<file path="src/rtl/i2s_receive.sv">
// Philips I2S slave receiver: deserialises MSB-first stereo words on sd
// into parallel left/right words, all in the sck domain.
module i2s_receive #(
    parameter int WIDTH = 32
) (
    input  logic             sck,
    input  logic             reset_n,
    input  logic             ws,
    input  logic             sd,
    output logic [WIDTH-1:0] data_left,
    output logic [WIDTH-1:0] data_right
);

    localparam int CW = $clog2(WIDTH + 1);

    logic             ws_r;
    logic             armed;
    logic             ws_edge;
    logic [WIDTH-1:0] shift;
    logic [WIDTH-1:0] word;
    logic [CW-1:0]    count;

    assign ws_edge = (ws != ws_r);

    // Current word including this cycle's sample; a saturated count drops it.
    always_comb begin
        word = shift;
        for (int i = 0; i < WIDTH; i++) begin
            if (count == CW'(WIDTH - 1 - i)) begin
                word[i] = sd;
            end
        end
    end

    always_ff @(posedge sck or negedge reset_n) begin
        if (!reset_n) begin
            ws_r       <= 1'b0;
            armed      <= 1'b0;
            shift      <= '0;
            count      <= '0;
            data_left  <= '0;
            data_right <= '0;
        end else begin
            ws_r <= ws;
            if (ws_edge) begin
                // The edge sample is the closing word's last bit.
                if (armed) begin
                    if (!ws_r) begin
                        data_left <= word;
                    end else begin
                        data_right <= word;
                    end
                end
                shift <= '0;
                count <= '0;
                armed <= 1'b1;
            end else begin
                shift <= word;
                if (count != CW'(WIDTH)) begin
                    count <= count + CW'(1);
                end
            end
        end
    end

endmodule

</file>
<file path="config.mk">
export PLATFORM = sky130hd
export DESIGN_NAME = i2s_receive
export DESIGN_NICKNAME = d
export VERILOG_FILES = /design/src/rtl/i2s_receive.sv
export SDC_FILE = /design/constraint.sdc
export NUM_CORES = 1
export LEC_CHECK = 0
export CELL_PAD_IN_SITES_DETAIL_PLACEMENT = 0
export CELL_PAD_IN_SITES_GLOBAL_PLACEMENT = 1
export CORE_AREA = 4 4 105 107
export DETAILED_ROUTE_END_ITERATION = 10
export DIE_AREA = 0 0 109 111
export GPL_ROUTABILITY_DRIVEN = 0
export PLACE_DENSITY_LB_ADDON = 0.1
export SETUP_SLACK_MARGIN = 0.1
export SLEW_MARGIN = 30
export SYNTH_ARGS = -nofsm -noshare
export SYNTH_HDL_FRONTEND = slang
export SYNTH_SLANG_ARGS = --single-unit
</file>
<file path="constraint.sdc">
create_clock -name sck -period 5.3 [get_ports sck]
set_input_delay 0.795 -clock sck [delete_from_list [all_inputs] [get_ports sck]]
set_output_delay 0.795 -clock sck [all_outputs]
set_load 0.01 [all_outputs]
</file>
Yosys cells after proc, flatten, opt, wreduce, memory -nomap -nowiden
Index checks and enable logic that the tools add are counted.
{"block": "word_totals", "regBits": 104, "inputBits": 4, "output_inout_bits": 64}
{"block": "op_classes", "add_sub_neg": 1, "n_eq_ne": 33, "muxes": 35, "bitwise_logic": 1, "reduce_logical": 4}
{"operator": "== test 6 x 5 -> 1 bit, second input constant", "count": 16}
{"operator": "== test 6 x 4 -> 1 bit, second input constant", "count": 8}
{"operator": "two-way mux 1 bit", "count": 32}
{"operator": "two-way mux 32 bit", "count": 1}
{"operator": "== test 6 x 3 -> 1 bit, second input constant", "count": 4}
{"operator": "== test 6 x 2 -> 1 bit, second input constant", "count": 2}
{"operator": "two-way mux 6 bit", "count": 2}
{"operator": "adder 6 x 1 -> 6 bit, second input constant", "count": 1}
{"operator": "== test 6 x 1 -> 1 bit, second input constant", "count": 1}
{"operator": "zero test 6 bit", "count": 1}
{"operator": "inequality test 6 bit, second input constant", "count": 1}
{"operator": "AND reduction 3 bit", "count": 2}
{"operator": "nonzero test 2 bit", "count": 1}
{"operator": "inequality test 1 bit", "count": 1}
{"operator": "NOT 1 bit", "count": 1}

Depth between registers and ports, before layout
Gate-level depths: netlist of run 1.
{"block": "logic_depth", "depth_word": 3, "depth_mapped": 5, "depth_no_buf": 5}

Least setup slack after synthesis of run 1
No wires, ideal clock.
{"block": "synth_path", "path_type": "register -> register", "startpoint": "reg count[0]", "endpoint": "reg data_left[19]", "setup_ns": 0.137, "arrival_time_ns": 1.612, "setup_slack_ns": 3.552, "stages_incl_launch_ff": 6, "cell_sequence": "dfrtp_1 inv_1 ha_1 or3b_2 o21ai_0 a31oi_1"}
{"block": "synth_between", "elab_chain_cells": 2}
{"element": "from (decl)", "line_no": "21", "rtl": "logic [CW-1:0] count;"}
{"element": "from (signal assigned)", "line_no": "60", "rtl": "count <= count + CW'(1);"}
{"element": "== test 6 x 4 -> 1 bit", "line_no": "29", "rtl": "if (count == CW'(WIDTH - 1 - i)) begin"}
{"element": "two-way mux 1 bit", "line_no": "29"}
{"element": "to (signal assigned)", "line_no": "49", "rtl": "data_left <= word;"}
{"element": "to (decl)", "line_no": "10", "rtl": "output logic [WIDTH-1:0] data_left,"}
No other way between the ends.
A chain may end at the register's enable or synchronous reset.

Worst setup path after layout of run 1
{"block": "layout_path", "startpoint": "in ws", "endpoint": "reg data_right[11]"}
{"block": "layout_between", "elab_chain_cells": 2}
{"element": "from (decl)", "line_no": "8", "rtl": "input logic ws,"}
{"element": "inequality test 1 bit", "line_no": "23", "rtl": "assign ws_edge = (ws != ws_r);"}
{"element": "AND reduction 3 bit (no line)"}
{"element": "to (signal assigned)", "line_no": "51", "rtl": "data_right <= word;"}
{"element": "to (decl)", "line_no": "11", "rtl": "output logic [WIDTH-1:0] data_right"}
No other way between the ends.

==> impl_metrics.env, run 1 <==
export IMPL_initial_core_util_pct=42.7
export IMPL_grt_max_degree=65
export IMPL_crit_slowest_cell="and3b_4"
export IMPL_htreeDepth=3
export IMPL_ant_nets=0
export IMPL_ys_seq_elements=104
export IMPL_yosysWarnings=0
export IMPL_fin_tns_setup_ps=0
export IMPL_vias_per_cell=5.38
export IMPL_synth_area_top_cells="dfrtp_1 (60%), a31oi_1 (9.4%), nor2_1 (5.7%), a21oi_1 (4.0%), o21ai_0 (3.8%)"
export IMPL_yosys_area_top_type="dfrtp_1"
export IMPL_wl_per_cell_um=16.1
export IMPL_hold_violations=0
export IMPL_yosysUniqueCellTypes=28
export IMPL_status="complete, no violations"
export IMPL_crit_path_max_fanout=64
export IMPL_drive_above_1_share_pct=6.21
export IMPL_port_buffers=67
export IMPL_cts_setup_buffers=0
export IMPL_drv_cap=0
export IMPL_cts_buffers=9
export IMPL_drc_errors=0
export IMPL_worstPathCellList="clkdlybuf4s50_1, and3b_4, nor2_1, a31oi_1"
export IMPL_min_path_type="in2async"
export IMPL_crit_path_max_incr_delay_ps=840
export IMPL_numClockSinks=104
export IMPL_rows=37
export IMPL_yosysSeqAreaShare_pct=60.2
export IMPL_layout_cells_non_filler=619
export IMPL_grt_pass1_wl_um=16700
export IMPL_final_net_count=487
export IMPL_grt_util_all_layers_pct=17.5
export IMPL_place_inst=603
export IMPL_clock_latency_ps=370
export IMPL_die_area_mm2=0.0121
export IMPL_cp_required_ps=5590
export IMPL_area_growth_pct=22.1
export IMPL_holdBufCountCts=0
export IMPL_min_period_ps=2120
export IMPL_die_width_um=109
export IMPL_worst_pin_slew_ps=815
export IMPL_fin_crit_sh_pct=40.0
export IMPL_syn_nets=437
export IMPL_cts_buffer_depth=2
export IMPL_ir_drop_v=0.000161
export IMPL_report_final_slew_viol_count=0
export IMPL_pin_count=68
export IMPL_max_freq_ghz=0.471
export IMPL_via_count=3330
export IMPL_synth_avg_cell_area_um2=10.1
export IMPL_fillers=928
export IMPL_grt_overflow=0
export IMPL_die_h_um=111
export IMPL_syn_area_mm2=0.00433
export IMPL_fin_util_pct=52.1
export IMPL_drt_iter0_drc=178
export IMPL_wirelength_um=9970
export IMPL_crit_path_end_kind="flop"
export IMPL_place_ws_ps=2770
export IMPL_firstDrtPassIters=4
export IMPL_path_buf_inv=1
export IMPL_clk_pin_slew_ps=110
export IMPL_cts_resized=0
export IMPL_worstSetupPathType="in2reg"
export IMPL_grt_antenna_before_repair=0
export IMPL_root_buffer="clkbuf_8"
export IMPL_powerDensity_mw_per_mm2=338
export IMPL_slew_headroom_pct=45.7
export IMPL_synth_top_area_share_pct=60.2
export IMPL_p_leak_nw=2.18
export IMPL_diodes=0
export IMPL_rsz0062_at_grt="false"
export IMPL_hold_slack_ps=457
export IMPL_detailed_place_hpwl_um=6590
export IMPL_cp_start_kind="input port"
export IMPL_arrival_ps=2410
export IMPL_grt_pass1_vias=3335
export IMPL_setup_violations=0
export IMPL_skew_ps=13.9
export IMPL_cts_tree="done"
export IMPL_coreArea_mm2=0.0101
export IMPL_synth_cells=428
export IMPL_cpLargestDelayFamily="simple AND/OR/NAND/NOR gates"
export IMPL_setup_ws_ps=3180
-- cells by family (layout without fill, tap and decap cells) --
| family | after synthesis | after routing | synth area share, % |
|---|---|---|---|
| AND/OR/NAND/NOR | 149 | 149 | 17.0 |
| AO/OA/AOI/OAI | 135 | 135 | 17.7 |
| flip-flops | 104 | 104 | 60.2 |
| buffers and inverters | 32 | 87 | 3.09 |
| adder cells (fa/ha/maj) | 5 | 5 | 1.45 |
| XOR/XNOR | 3 | 3 | 0.608 |
-- flip-flops by register name (all words and copies together) (netlist names) --
signal      count
data_left      32
data_right     32
shift          32
count           6
armed           1
ws_r            1
-- metal layers --
metal / wire, um / vias to the layer above / global-route usage, %
met4: 111 / 0 / 4.80
met1: 4730 / 1628 / 24.2
li1: - / 1620 / -
met3: 422 / 10 / 3.38
met2: 4700 / 72 / 27.9
met5: 0 / - / 0
-- cell usage after synthesis (all sizes together) --
cell type / n
dfrtp: 104
nor2: 66
a31oi: 65
a21oi: 35
nand2: 34
o21ai: 33
clkbuf: 21
and3b: 12
buf: 9
nand2b: 7
nor3b: 7
or3b: 6
ha: 5
nand3b: 4
nand3: 3
nor3: 3
or3: 3
and3: 2
inv: 2
o31ai: 2
xor2: 2
nor2b: 1
or2: 1
xnor2: 1
-- per-stage QoR --
stage | total power [mW] | instance area, um^2
global route | 1.89 | 5280
global placement | 1.28 | 5060
floorplan | 1.09 | 4330
detailed placement | 1.28 | 5070
finish | 1.79 | 5280
CTS | 1.81 | 5280
-- final timing paths --
check | startpoint | to | slack (ps) | cells after the start
max | ws | data_right[11] | 3180 | 4
min | reset_n | data_right[23] | 460 | 1
max reg2reg | count[0] | data_left[19] | 3190 | 5
min reg2reg | armed | armed | 510 | 1
max in group asynchronous | reset_n | shift[28] | 3770 | 2
min in group sck | armed | armed | 510 | 1
-- layout make-up --
type                       count  area, um^2  share of cell area, %
multi-input combinational    292        1600                   30.4
sequential                   104        2600                   49.3
timing repair buffer          69         683                   12.9
clock buffer                  11         151                   2.87
inverter                       2        7.51                  0.142
tap                          136         170                   3.22
clock inverter                 5        63.8                   1.21
-- cell usage in the layout (no fill, tap or decap), types with 2 or more instances in the layout --
cell type,count
dfrtp_1,104
nor2_1,66
clkdlybuf4s50_1,66
a31oi_1,65
a21oi_1,35
nand2_1,34
o21ai_0,33
clkbuf_8,11
and3b_1,10
nand2b_1,7
nor3b_1,7
or3b_2,6
ha_1,5
nand3b_1,4
nor3_1,3
or3_1,3
nand3_1,3
buf_4,3
inv_1,2
and3_1,2
and3b_4,2
clkinv_4,2
-- power by group --
part,total (mW),internal (mW),switching [mW],leakage [nW]
logic,0.349,0.175,0.174,0.755
registers,0.911,0.865,0.0460,1.31
clock network,0.525,0.248,0.277,0.106
total,1.79,1.29,0.498,2.18
-- worst register-to-register path, stage by stage, from the launching register on --
cell and delay [ps]:
dfrtp_1 450, inv_1 150, ha_1 340, or3b_2 540
o21ai_0 370, a31oi_1 140
(Power assumes the default switching activity.)
==> inputs of run 2 (changes only) <==
--- a/config.mk
+++ b/config.mk
@@ -7,9 +7,9 @@
 export LEC_CHECK = 0
 export CELL_PAD_IN_SITES_DETAIL_PLACEMENT = 0
 export CELL_PAD_IN_SITES_GLOBAL_PLACEMENT = 1
-export CORE_AREA = 4 4 105 107
+export CORE_AREA = 4 4 114 116
 export DETAILED_ROUTE_END_ITERATION = 10
-export DIE_AREA = 0 0 109 111
+export DIE_AREA = 0 0 118 120
 export GPL_ROUTABILITY_DRIVEN = 0
 export PLACE_DENSITY_LB_ADDON = 0.1
 export SETUP_SLACK_MARGIN = 0.1
==> constraint.sdc (replaced) <==
create_clock -name sck -period 1.8 [get_ports sck]
set_input_delay 0.27 -clock sck [delete_from_list [all_inputs] [get_ports sck]]
set_output_delay 0.27 -clock sck [all_outputs]
set_load 0.01 [all_outputs]
==> impl_metrics.env, run 2 (synthesis results as in run 1) <==
export IMPL_status="complete, no violations"
export IMPL_htreeDepth=3
export IMPL_wl_met1_um=5190
export IMPL_cp_start_kind="flop"
export IMPL_ir_drop_v=0.000768
export IMPL_pin_count=68
export IMPL_crit_slowest_cell="or3b_2"
export IMPL_worst_pin_slew_ps=478
export IMPL_port_buffers=67
export IMPL_rows=40
export IMPL_place_ws_ps=-45.2
export IMPL_wl_met2_um=5440
export IMPL_area_growth_pct=32.9
export IMPL_cts_buffer_depth=2
export IMPL_die_width_um=118
export IMPL_mostFrequentLayoutCells="dfrtp_1 (101), nor2_1 (66), clkdlybuf4s50_1 (66), a31oi_1 (65), a21oi_1 (35)"
export IMPL_max_freq_ghz=0.604
export IMPL_grt_util_all_layers_pct=16.7
export IMPL_layout_commonest_cell="dfrtp_1"
export IMPL_top_layer="met4"
export IMPL_die_h_um=120
export IMPL_detailed_place_hpwl_um=7770
export IMPL_worst_r2r_path_depth=5
export IMPL_slew_headroom_pct=67.9
export IMPL_drc_errors=0
export IMPL_cpLargestDelayFamily="simple AND/OR/NAND/NOR gates"
export IMPL_wirelength_um=11100
export IMPL_setup_ws_ps=144
export IMPL_path_buf_inv=1
export IMPL_worstPathCellList="inv_2, ha_1, or3b_2, o21ai_1, a31oi_1"
export IMPL_top_regs="data_left x32, data_right x32, shift x32"
export IMPL_crit_path_end_kind="flop"
export IMPL_met3_length_um=421
export IMPL_vias_per_cell=5.30
export IMPL_cp_required_ps=2030
export IMPL_grt_overflow=0
export IMPL_clock_latency_ps=350
export IMPL_coreArea_mm2=0.0119
export IMPL_numClockSinks=104
export IMPL_wl_per_cell_um=16.9
export IMPL_p_leak_nw=2.40
export IMPL_cts_tree="done"
export IMPL_arrival_ps=1880
export IMPL_crit_path_max_fanout=5
export IMPL_drt_iter0_drc=221
export IMPL_min_path_type="in2async"
export IMPL_drv_cap=0
export IMPL_min_period_ps=1660
export IMPL_via_count=3489
export IMPL_cp_depth=5
export IMPL_grt_antenna_before_repair=0
export IMPL_setup_violations=0
export IMPL_drive_above_1_share_pct=13.7
export IMPL_rsz0062_at_grt="true"
export IMPL_diodes=0
export IMPL_worstSetupPathType="reg2reg"
export IMPL_fin_util_pct=48.3
export IMPL_ant_nets=0
export IMPL_grt_max_degree=58
export IMPL_fin_crit_sh_pct=92.0
export IMPL_hold_violations=0
export IMPL_cts_buffers=9
export IMPL_grt_pass1_wl_um=18900
export IMPL_die_area_mm2=0.0142
export IMPL_report_final_slew_viol_count=0
export IMPL_p_total_mw=5.93
export IMPL_powerDensity_mw_per_mm2=1030
export IMPL_grt_pass1_vias=3577
export IMPL_clk_pin_slew_ps=70
export IMPL_crit_path_max_incr_delay_ps=520
export IMPL_final_net_count=515
export IMPL_root_buffer="clkbuf_16"
export IMPL_firstDrtPassIters=4
export IMPL_initial_core_util_pct=36.3
export IMPL_skew_ps=8.03
## run 2: worst paths after layout
kind	startpoint	endpoint	slack, ps
max in group asynchronous	reset_n	count[4]	890
min in group sck	armed	armed	490
hold / removal	reset_n	data_right[22]	310
hold reg to reg	armed	armed	490
setup reg to reg	count[0]	data_right[25]	140
setup / recovery	count[0]	data_right[25]	140
## run 2: area by class of cell
type | count | area, um^2
clock inverter | 2 | 35.0
multi-input combinational | 292 | 1650
timing repair buffer | 97 | 983
fill | 1144 | 6160
inverter | 2 | 7.51
tap | 147 | 184
clock buffer | 14 | 284
sequential | 104 | 2610
## run 2: timing repair
item	4_1_cts	5_1_grt
hold endpoints to repair	14	0
setup buffers	1	2
hold buffers	1	0
setup endpoints to repair	49	80
gates resized for setup	19	23
pin swaps	0	0
## run 2: layer usage
metal	up-vias	global-route usage, %
li1	1677	-
met1	1738	21.0
met2	68	27.9
met3	6	5.18
met4	0	4.40
met5	-	0
## run 2: metrics by stage
stage / cell area, um^2 / hold WS, ps / instances / setup TNS (ps)
floorplan: 4330 / -25.6 / 428 / 0
global placement: 5340 / 144 / 638 / 0
CTS: 5710 / 314 / 656 / 0
detailed placement: 5340 / 147 / 638 / -192
finish: 5750 / 315 / 658 / 0
global route: 5750 / 330 / 658 / 0
## run 2: where the power goes
group          leakage [nW]  total (mW)  internal [mW]  switching, mW
logic                 0.935        1.19          0.614          0.571
clock network         0.159        2.06           1.23          0.830
registers              1.31        2.69           2.55          0.134
